$ cat src/rtl/vga_timing_gen.sv
// rtl/vga_timing_gen.sv - raster timing generator with registered position, syncs, strobes and aligned sync/blank delay line
module vga_timing_gen #(
    parameter int H_ACTIVE = 640,
    parameter int H_FP     = 16,
    parameter int H_SYNC   = 96,
    parameter int H_BP     = 48,
    parameter int V_ACTIVE = 480,
    parameter int V_FP     = 10,
    parameter int V_SYNC   = 2,
    parameter int V_BP     = 33,
    parameter int PIPE_DLY = 1
) (
    input  logic       vga_clk,
    input  logic       reset,
    input  logic       pix_en,
    output logic [9:0] DrawX,
    output logic [9:0] DrawY,
    output logic       hs,
    output logic       vs,
    output logic       blank,
    output logic       line_start,
    output logic       frame_start,
    output logic [7:0] frame_cnt,
    output logic       hs_d,
    output logic       vs_d,
    output logic       blank_d
);

    localparam int H_TOTAL = H_ACTIVE + H_FP + H_SYNC + H_BP;
    localparam int V_TOTAL = V_ACTIVE + V_FP + V_SYNC + V_BP;

    localparam logic [9:0] H_LAST   = 10'(H_TOTAL - 1);
    localparam logic [9:0] V_LAST   = 10'(V_TOTAL - 1);
    localparam logic [9:0] H_ACT    = 10'(H_ACTIVE);
    localparam logic [9:0] V_ACT    = 10'(V_ACTIVE);
    localparam logic [9:0] HS_START = 10'(H_ACTIVE + H_FP);
    localparam logic [9:0] HS_END   = 10'(H_ACTIVE + H_FP + H_SYNC);
    localparam logic [9:0] VS_START = 10'(V_ACTIVE + V_FP);
    localparam logic [9:0] VS_END   = 10'(V_ACTIVE + V_FP + V_SYNC);

    logic [9:0] hc_q, hc_d;
    logic [9:0] vc_q, vc_d;
    logic [9:0] drawx_q, drawy_q;
    logic       hs_q, vs_q, blank_q, line_start_q, frame_start_q;
    logic [7:0] frame_cnt_q;
    logic       run_q;

    always_comb begin
        hc_d = hc_q + 10'd1;
        vc_d = vc_q;
        if (hc_q == H_LAST) begin
            hc_d = 10'd0;
            vc_d = (vc_q == V_LAST) ? 10'd0 : vc_q + 10'd1;
        end
    end

    always_ff @(posedge vga_clk) begin
        if (reset) begin
            hc_q          <= 10'd0;
            vc_q          <= 10'd0;
            drawx_q       <= 10'd0;
            drawy_q       <= 10'd0;
            hs_q          <= 1'b1;
            vs_q          <= 1'b1;
            blank_q       <= 1'b0;
            line_start_q  <= 1'b0;
            frame_start_q <= 1'b0;
            frame_cnt_q   <= 8'd0;
            run_q         <= 1'b0;
        end else if (pix_en) begin
            hc_q          <= hc_d;
            vc_q          <= vc_d;
            drawx_q       <= hc_q;
            drawy_q       <= vc_q;
            hs_q          <= !((hc_q >= HS_START) && (hc_q < HS_END));
            vs_q          <= !((vc_q >= VS_START) && (vc_q < VS_END));
            blank_q       <= (hc_q < H_ACT) && (vc_q < V_ACT);
            line_start_q  <= (hc_q == 10'd0);
            frame_start_q <= (hc_q == 10'd0) && (vc_q == 10'd0);
            run_q         <= 1'b1;
            // Count lands with the displayed (0,0) of each new frame, so it moves together with frame_start
            if ((hc_q == 10'd0) && (vc_q == 10'd0) && run_q) begin
                frame_cnt_q <= frame_cnt_q + 8'd1;
            end
        end
    end

    assign DrawX       = drawx_q;
    assign DrawY       = drawy_q;
    assign hs          = hs_q;
    assign vs          = vs_q;
    assign blank       = blank_q;
    assign line_start  = line_start_q;
    assign frame_start = frame_start_q;
    assign frame_cnt   = frame_cnt_q;

    generate
        if (PIPE_DLY == 0) begin : g_nodly
            assign hs_d    = hs_q;
            assign vs_d    = vs_q;
            assign blank_d = blank_q;
        end else begin : g_dly
            // Each stage holds {hs, vs, blank}
            logic [2:0] dly_q [PIPE_DLY];

            always_ff @(posedge vga_clk) begin
                if (reset) begin
                    for (int i = 0; i < PIPE_DLY; i++) begin
                        dly_q[i] <= 3'b110;
                    end
                end else if (pix_en) begin
                    dly_q[0] <= {hs_q, vs_q, blank_q};
                    for (int i = 1; i < PIPE_DLY; i++) begin
                        dly_q[i] <= dly_q[i-1];
                    end
                end
            end

            assign hs_d    = dly_q[PIPE_DLY-1][2];
            assign vs_d    = dly_q[PIPE_DLY-1][1];
            assign blank_d = dly_q[PIPE_DLY-1][0];
        end
    endgenerate

endmodule

$ cat config.mk
export PLATFORM = sky130hd
export DESIGN_NAME = vga_timing_gen
export DESIGN_NICKNAME = d
export VERILOG_FILES = /design/src/rtl/vga_timing_gen.sv
export SDC_FILE = /design/constraint.sdc
export NUM_CORES = 1
export LEC_CHECK = 0
export CAP_MARGIN = 20
export CORE_MARGIN = 4
export CORE_UTILIZATION = 30
export CTS_BUF_LIST = sky130_fd_sc_hd__clkbuf_8
export DETAILED_ROUTE_END_ITERATION = 10
export PLACE_DENSITY = 0.5
export SYNTH_ARGS = -nofsm -noshare
export SYNTH_HDL_FRONTEND = slang
export SYNTH_SLANG_ARGS = --single-unit
$ cat constraint.sdc
create_clock -name vga_clk -period 5.13 [get_ports vga_clk]
set_clock_uncertainty 0.15 [all_clocks]
set_input_delay 0.7695 -clock vga_clk [delete_from_list [all_inputs] [get_ports vga_clk]]
set_output_delay 0.7695 -clock vga_clk [all_outputs]
set_load 0.02 [all_outputs]
==> results.md, run 1 <==
* Slew margin rel. at 0.3502
* # diodes at 0
* Mapped Cells at ~280
* Total CTS buffers at 9
* First-pass GRT wire length at roughly 9.3 mm
* Post-synth EDFFs at 3
* Fin nets at about 320
* Hold_buf cts at 0
* Final Max Tran Viols at 0
* H-tree depth at 3
* DRC at 0
* Worst setup SP type: input port
* Number of global-route vias before repair at roughly 1.9k
* Synth Flop Type: dfxtp_1
* Outcome: finished, final reports clean
* Leading cell type in the layout, fill and taps excluded: dfxtp_1
* Vias per std cell at just under 5
* Hold path endpoint: run_q$_SDFFE_PP0P_
* Via count at between 2k and 2.5k
* Max_cap viols at 0
* Reg2Reg Depth at 4
* TritonCTS sink count at between 50 and 60
* Synth Area in Compound Gates at 0.1060
* Core Area at 8258 um2
* Mean Syn Cell Area at 9.206 um2
* Final worst slack at approximately 2.1 ns
* GPL Wtd Cong at around 0.77
* Die ar. at 10,040 um2
* Synthesis Warnings at 0
* Post-CTS setup buffers at 0
* Clock Path Buffers at 2
* Element type at the critical path end: flip-flop
* Routed len/inst at around 13 um
* Starting DRT DRC Count at 112
* Max incr delay on CP at 0.68 ns
* Clk_lat worst skew at ~0.33 ns
* Post-Layout Inst Area at between 3000 and 4000 um2
* Syn nets at about 290
* Root Driver: clkbuf_8
* Largest family of logic cells by synthesized area: simple AND/OR/NAND/NOR gates
* Fin util at 0.3848
* Syn-to-layout area delta at 24.63%
* HP Start: run_q$_SDFFE_PP0P_
* Area after DPL at 2985 um2
* RR Startpoint: hc_q[5]$_SDFFE_PP0P_
* Filler Cell Count at around 870
* Setup TNS at 0 ns
* GRT overflow at 0
* Worst VDD drop at 0.0001062 V
* P per Cell Area at between 200 and 300 nW/um2
* Post-synth cell types at 41
* Least-Margin Pin Slew at 0.9748 ns
* Peak Freq at 330.2 MHz
* Post-CTS resize count at 0
* Flop2flop setup slack at between 2 and 3 ns
* Fraction of layout cells with a size suffix above 1 at 0.08280
* DRT Pass-1 Iters at 4
* Period utilization at 0.5904
* DRT antenna net count at 0
* XOR/XNOR Fraction of Synth Area at 0.03091
* Total power at 904.0 uW
* FFs w/ async S/R, synth at 0
* Critical path type: input port to flip-flop
* Setup slack at placement at 1.752 ns
* CP Max Fanout at 39
* Starting Density at 0.3088
* Row count at 33
* Required time of the critical path at between 5 and 6 ns
* Sequential-to-total area share from yosys stat at 0.4593
* Post-synthesis mux area share at 0.07851
* Clk slew on worst S/H paths at 0.06 ns
* CTS tree: yes
* Hold WC Path Type: flip-flop to flip-flop
* Largest net degree at the start of global routing at 55
* Multi-input logic area at about 1300 um2
* Die H at 100.2 um
* Seq. cell area at about 1200 um2
* Highest-count cells in the layout ignoring fill and taps: 54 x dfxtp_1, 36 x clkdlybuf4s50_1, 27 x nor2_1, 21 x a21oi_1, 20 x mux2i_1
* Hold path depth at 2
* Top cell by count, worst path: or4_1
* Final Setup Violations at 0
* Synthesized area at about 2500 um2
* Post-Synth Adder-Cell Area at 0.02944
* Cell Chain, Critical Path: buf_2, buf_4, or4b_1, or4_1, or4_1, a21oi_1
* DP Wirelength at 3.658 mm
* Routed WL at approximately 5.6 mm
* Hold Vio Cnt, Final at 0
* Leak at 1.165 nW
* I/O pins at 39
* FF-to-FF End: frame_cnt[3]$_SDFFE_PP0P_
* IO buf count at 38
* RSZ-0062 raised after global routing: no
* Initial antenna violation count at 0
* Post-synthesis simple-gate area fraction at 0.2498
* Critical Path AT at 3.13 ns
* Seq cells post-synth at between 50 and 60
* Slowest cell on the critical path: or4_1
* Total Routing Usage GR at 0.1162
* DIE WIDTH at around 100 um
* Final critical-path required period at 3.029 ns
worst max path at each step:
| stage | startpoint | endpoint | slack, ns | cells past startpoint |
|---|---|---|---|---|
| after detailed placement | pix_en | frame_cnt[3]$_SDFFE_PP0P_ | 1.75 | 6 |
| after global routing | pix_en | frame_start$_SDFFE_PP0P_ | 1.96 | 6 |
| after global placement | pix_en | frame_start$_SDFFE_PP0P_ | 1.80 | 6 |
| after floorplan | pix_en | frame_cnt[1]$_SDFFE_PP0P_ | 2.59 | 6 |
| final | pix_en | frame_cnt[3]$_SDFFE_PP0P_ | 2.10 | 6 |
| after CTS | pix_en | frame_cnt[3]$_SDFFE_PP0P_ | 2.11 | 6 |
critical path: cells and delay by family:
kind	cells	cell delay, ns
AO/OA/AOI/OAI	1	0.15
buffers and inverters	2	0.49
AND/OR/NAND/NOR	3	1.70
layer usage:
layer,vias to the layer above,share of wire,GRT usage
met5,-,0,0
met3,5,0.045,0.03544
met4,0,0.016,0.04974
li1,1070,-,-
met1,951,0.54,0.1700
met2,42,0.40,0.1560
Yosys cell counts, drive strengths merged, types with 2 or more instances:
| cell | count | share of area |
|---|---|---|
| nand2 | 10 | 0.015 |
| nand4 | 7 | 0.017 |
| or3 | 6 | 0.017 |
| nand4b | 2 | 0.0069 |
| and2 | 2 | 0.0049 |
| or4 | 14 | 0.043 |
| inv | 8 | 0.012 |
| dfxtp | 54 | 0.42 |
| nor2 | 27 | 0.040 |
| nor3 | 14 | 0.027 |
| o31ai | 9 | 0.026 |
| o21ai | 7 | 0.014 |
| clkbuf | 14 | 0.021 |
| edfxtp | 3 | 0.035 |
| nand3 | 9 | 0.018 |
| nor4 | 2 | 0.0049 |
| mux2i | 20 | 0.079 |
| or4b | 2 | 0.0079 |
| a21oi | 21 | 0.041 |
| xnor2 | 6 | 0.021 |
| nand2b | 10 | 0.025 |
| xor2 | 3 | 0.010 |
| and3 | 5 | 0.013 |
| buf | 5 | 0.014 |
| ha | 6 | 0.029 |
| o211a | 2 | 0.0079 |
state kept, by name (all words and copies together) (netlist names):
name	flops
frame_start	1
hs	1
blank	1
line_start	1
vs	1
run_q	1
g_dly.dly_q	3
DrawY	10
vc_q	10
hc_q	10
frame_cnt	8
DrawX	10
power by group:
part	internal (mW)	switching, mW
clock	0.225	0.167
combinational	0.0209	0.0320
sequential	0.453	0.00594
layout make-up:
type / instances / share of cell area
Tap cell: 105 / 0.04134
Inverter: 8 / 0.009449
Multi-Input combinational cell: 193 / 0.3988
Clock buffer: 13 / 0.05630
Sequential cell: 57 / 0.3685
Timing Repair Buffer: 40 / 0.1213
Clock inverter: 3 / 0.004331
logic make-up after synthesis:
kind of cell | Yosys count
simple gates | 114
mux | 20
fa+ha+maj | 6
flops | 57
compound gates | 44
xor+xnor | 9
buf+inv | 27
stage by stage:
step           hold WS [ns]  instances
5_1_grt              0.3558        419
2_1_floorplan        0.2762        277
3_5_place_dp         0.3006        403
6_report             0.3134        419
3_3_place_gp         0.2886        403
4_1_cts              0.3168        419
No activity file was read; power rests on OpenSTA's default activity.
==> run 2: changes to the inputs <==
Settings changed: PLACE_DENSITY 0.5 to 0.52.
Clock period 5.13 ns to 2.77 ns, I/O delays scaled along.
==> run 2 against run 1 <==
Effect of this change:
- setup slack worse by 1.8 ns
- utilization is 0.50 points higher
- worst hold slack better by 0.0030 ns
- clock-buffer cell count is 4 lower
- cell count is 1.4% higher
- cell area is 1.3% higher
- non-clock buffer count is 6 higher
- combinational power is 91% higher
- critical path depth is 2 lower
- critical endpoint is now frame_cnt[4]$_SDFFE_PP0P_
==> results.md, run 2 (synthesized netlist as in run 1, its figures left out) <==
* Starting Density at 0.3088
* Via count at roughly 2.1k
* Clock Path Buffers at 2
* Least-Margin Pin Slew at about 0.61 ns
* Hold WC Path Type: flip-flop to flip-flop
* RSZ-0062 raised after global routing: no
* Reg power frac at 0.506
* Internal at 1.286 mW
* Final Setup Violations at 0
* Core Area at 8258 um2
* CTS tree: yes
* Row count at 33
* DRT Pass-1 Iters at 4
* Setup TNS at 0 ns
* Number of global-route vias before repair at 2,007
* Clock network fraction of total power at 0.434
* Top cell by count, worst path: or4_1
* Critical path type: flip-flop to flip-flop
* Switch share at 0.2339
* Worst VDD drop at between 0.00015 and 0.0002 V
* Post-CTS resize count at 0
* # diodes at 0
* Die ar. at ~10,000 um2
* TritonCTS sink count at 57
* Hold Vio Cnt, Final at 0
* Initial antenna violation count at 0
* Slew margin rel. at 0.5915
* DP Wirelength at about 3.8 mm
* Starting DRT DRC Count at 95
* Routed WL at roughly 5.6 mm
* Critical Path AT at approximately 2.6 ns
* I/O pins at 39
* First-pass GRT wire length at between 9 and 10 mm
* P per Cell Area at ~520 nW/um2
* Highest-count cells in the layout ignoring fill and taps: 54 x dfxtp_1, 36 x clkdlybuf4s50_1, 27 x nor2_1, 21 x a21oi_1, 20 x mux2i_1
* Setup slack at placement at 0.2235 ns
* Required time of the critical path at around 2.9 ns
* Cell Chain, Critical Path: or4_1, or3_1, or4_1, a21oi_1
* GRT overflow at 0
* DRT antenna net count at 0
* Sw Pwr at ~390 uW
* Worst setup SP type: flip-flop
* Syn-to-layout area delta at 26.25%
* Hold_buf cts at 0
* Leading cell type in the layout, fill and taps excluded: dfxtp_1
* Post-CTS setup buffers at 0
* Total buffers and inverters traversed by the critical path at 0
* Period utilization at 0.9002
* DIE WIDTH at roughly 100 um
* Final Max Tran Viols at 0
* Leak at about 1.2 nW
* Fraction of layout cells with a size suffix above 1 at 0.09688
* Max incr delay on CP at approximately 0.6 ns
* H-tree depth at 3
* Clk slew on worst S/H paths at 0.06 ns
* DRC at 0
* Slowest cell on the critical path: or4_1
* Die H at 100.2 um
* CP Max Fanout at 16
* Outcome: finished, final reports clean
* Largest net degree at the start of global routing at 38
* Total CTS buffers at 9
* Final critical-path required period at between 2 and 2.5 ns
* Root Driver: clkbuf_8
* Fin util at 0.3898
* Routed len/inst at 13.21 um
* Vias per std cell at 4.932
* Fin nets at roughly 320
* Peak Freq at 401.0 MHz
* IO buf count at 38
* Total Routing Usage GR at 0.1188
* Gate power share at 0.060
* Element type at the critical path end: flip-flop
* Clk_lat worst skew at about 0.33 ns
* CP top delay family: simple AND/OR/NAND/NOR gates
* GPL Wtd Cong at approximately 0.77
* Final worst slack at 0.2765 ns
* Max_cap viols at 0
run 2: cell types whose count changed in the layout (fill, tap and decap cells not counted), sizes merged:
cell | before | now
buf | 4 | 10
clkbuf | 13 | 9
clkinvlp | 0 | 3
bufinv | 0 | 1
clkinv | 2 | 1
inv | 9 | 10
run 2: through the flow:
stage                     hold WS, ns  std cells  area [um2]  total power, mW
after detailed placement       0.3018        409        3030           0.9707
after CTS                      0.3175        425        3219            1.715
after global routing           0.3764        425        3219            1.767
after floorplan                0.2762        277        2550           0.9378
final                          0.3164        425        3219            1.679
after global placement         0.2937        409        3030           0.9691
run 2: worst min-delay path: cells and delay by family, from the launching register on:
| family | cells | cell delay (ns) |
|---|---|---|
| AND/OR/NAND/NOR | 2 | 0.11 |
| flip-flops | 1 | 0.32 |
run 2: routing by layer:
metal | GRT usage | wire length, um
met5 | 0 | 0
met4 | 0.04974 | 85
met3 | 0.03475 | 284
met2 | 0.1682 | 2293
met1 | 0.1678 | 2952
run 2: final cells by class:
| cell class | count | area (um2) |
|---|---|---|
| inverters | 8 | 30.03 |
| clock buffers | 9 | 123.9 |
| repair buffers | 46 | 430.4 |
| well taps | 105 | 131.4 |
| clock inverters | 7 | 65.06 |
| fillers | 889 | 5039 |
| multi-input cells | 193 | 1267 |
| flip-flops and latches | 57 | 1171 |
run 2: path summary, 6_finish.rpt:
path | endpoint | from | slack [ns] | depth (start not counted)
setup / recovery | frame_cnt[4]$_SDFFE_PP0P_ | vc_q[4]$_SDFFE_PP0P_ | 0.28 | 4
hold / removal | run_q$_SDFFE_PP0P_ | run_q$_SDFFE_PP0P_ | 0.32 | 2
setup reg to reg | frame_cnt[4]$_SDFFE_PP0P_ | vc_q[4]$_SDFFE_PP0P_ | 0.28 | 4
hold reg to reg | run_q$_SDFFE_PP0P_ | run_q$_SDFFE_PP0P_ | 0.32 | 2
run 2: power groups by stage:
stage | combinational [mW] | sequential, mW | clock (mW)
floorplan | 0.0621 | 0.876 | 0
global placement | 0.101 | 0.868 | 0
detailed placement | 0.103 | 0.868 | 0
CTS | 0.103 | 0.849 | 0.763
global route | 0.112 | 0.851 | 0.804
finish | 0.101 | 0.849 | 0.728
==> run 3: changes to the inputs <==
Settings changed: SKIP_LAST_GASP from default to 1.
==> results of run 3 <==
Same layout as run 2: the final DEF is identical, and so are final timing and power.
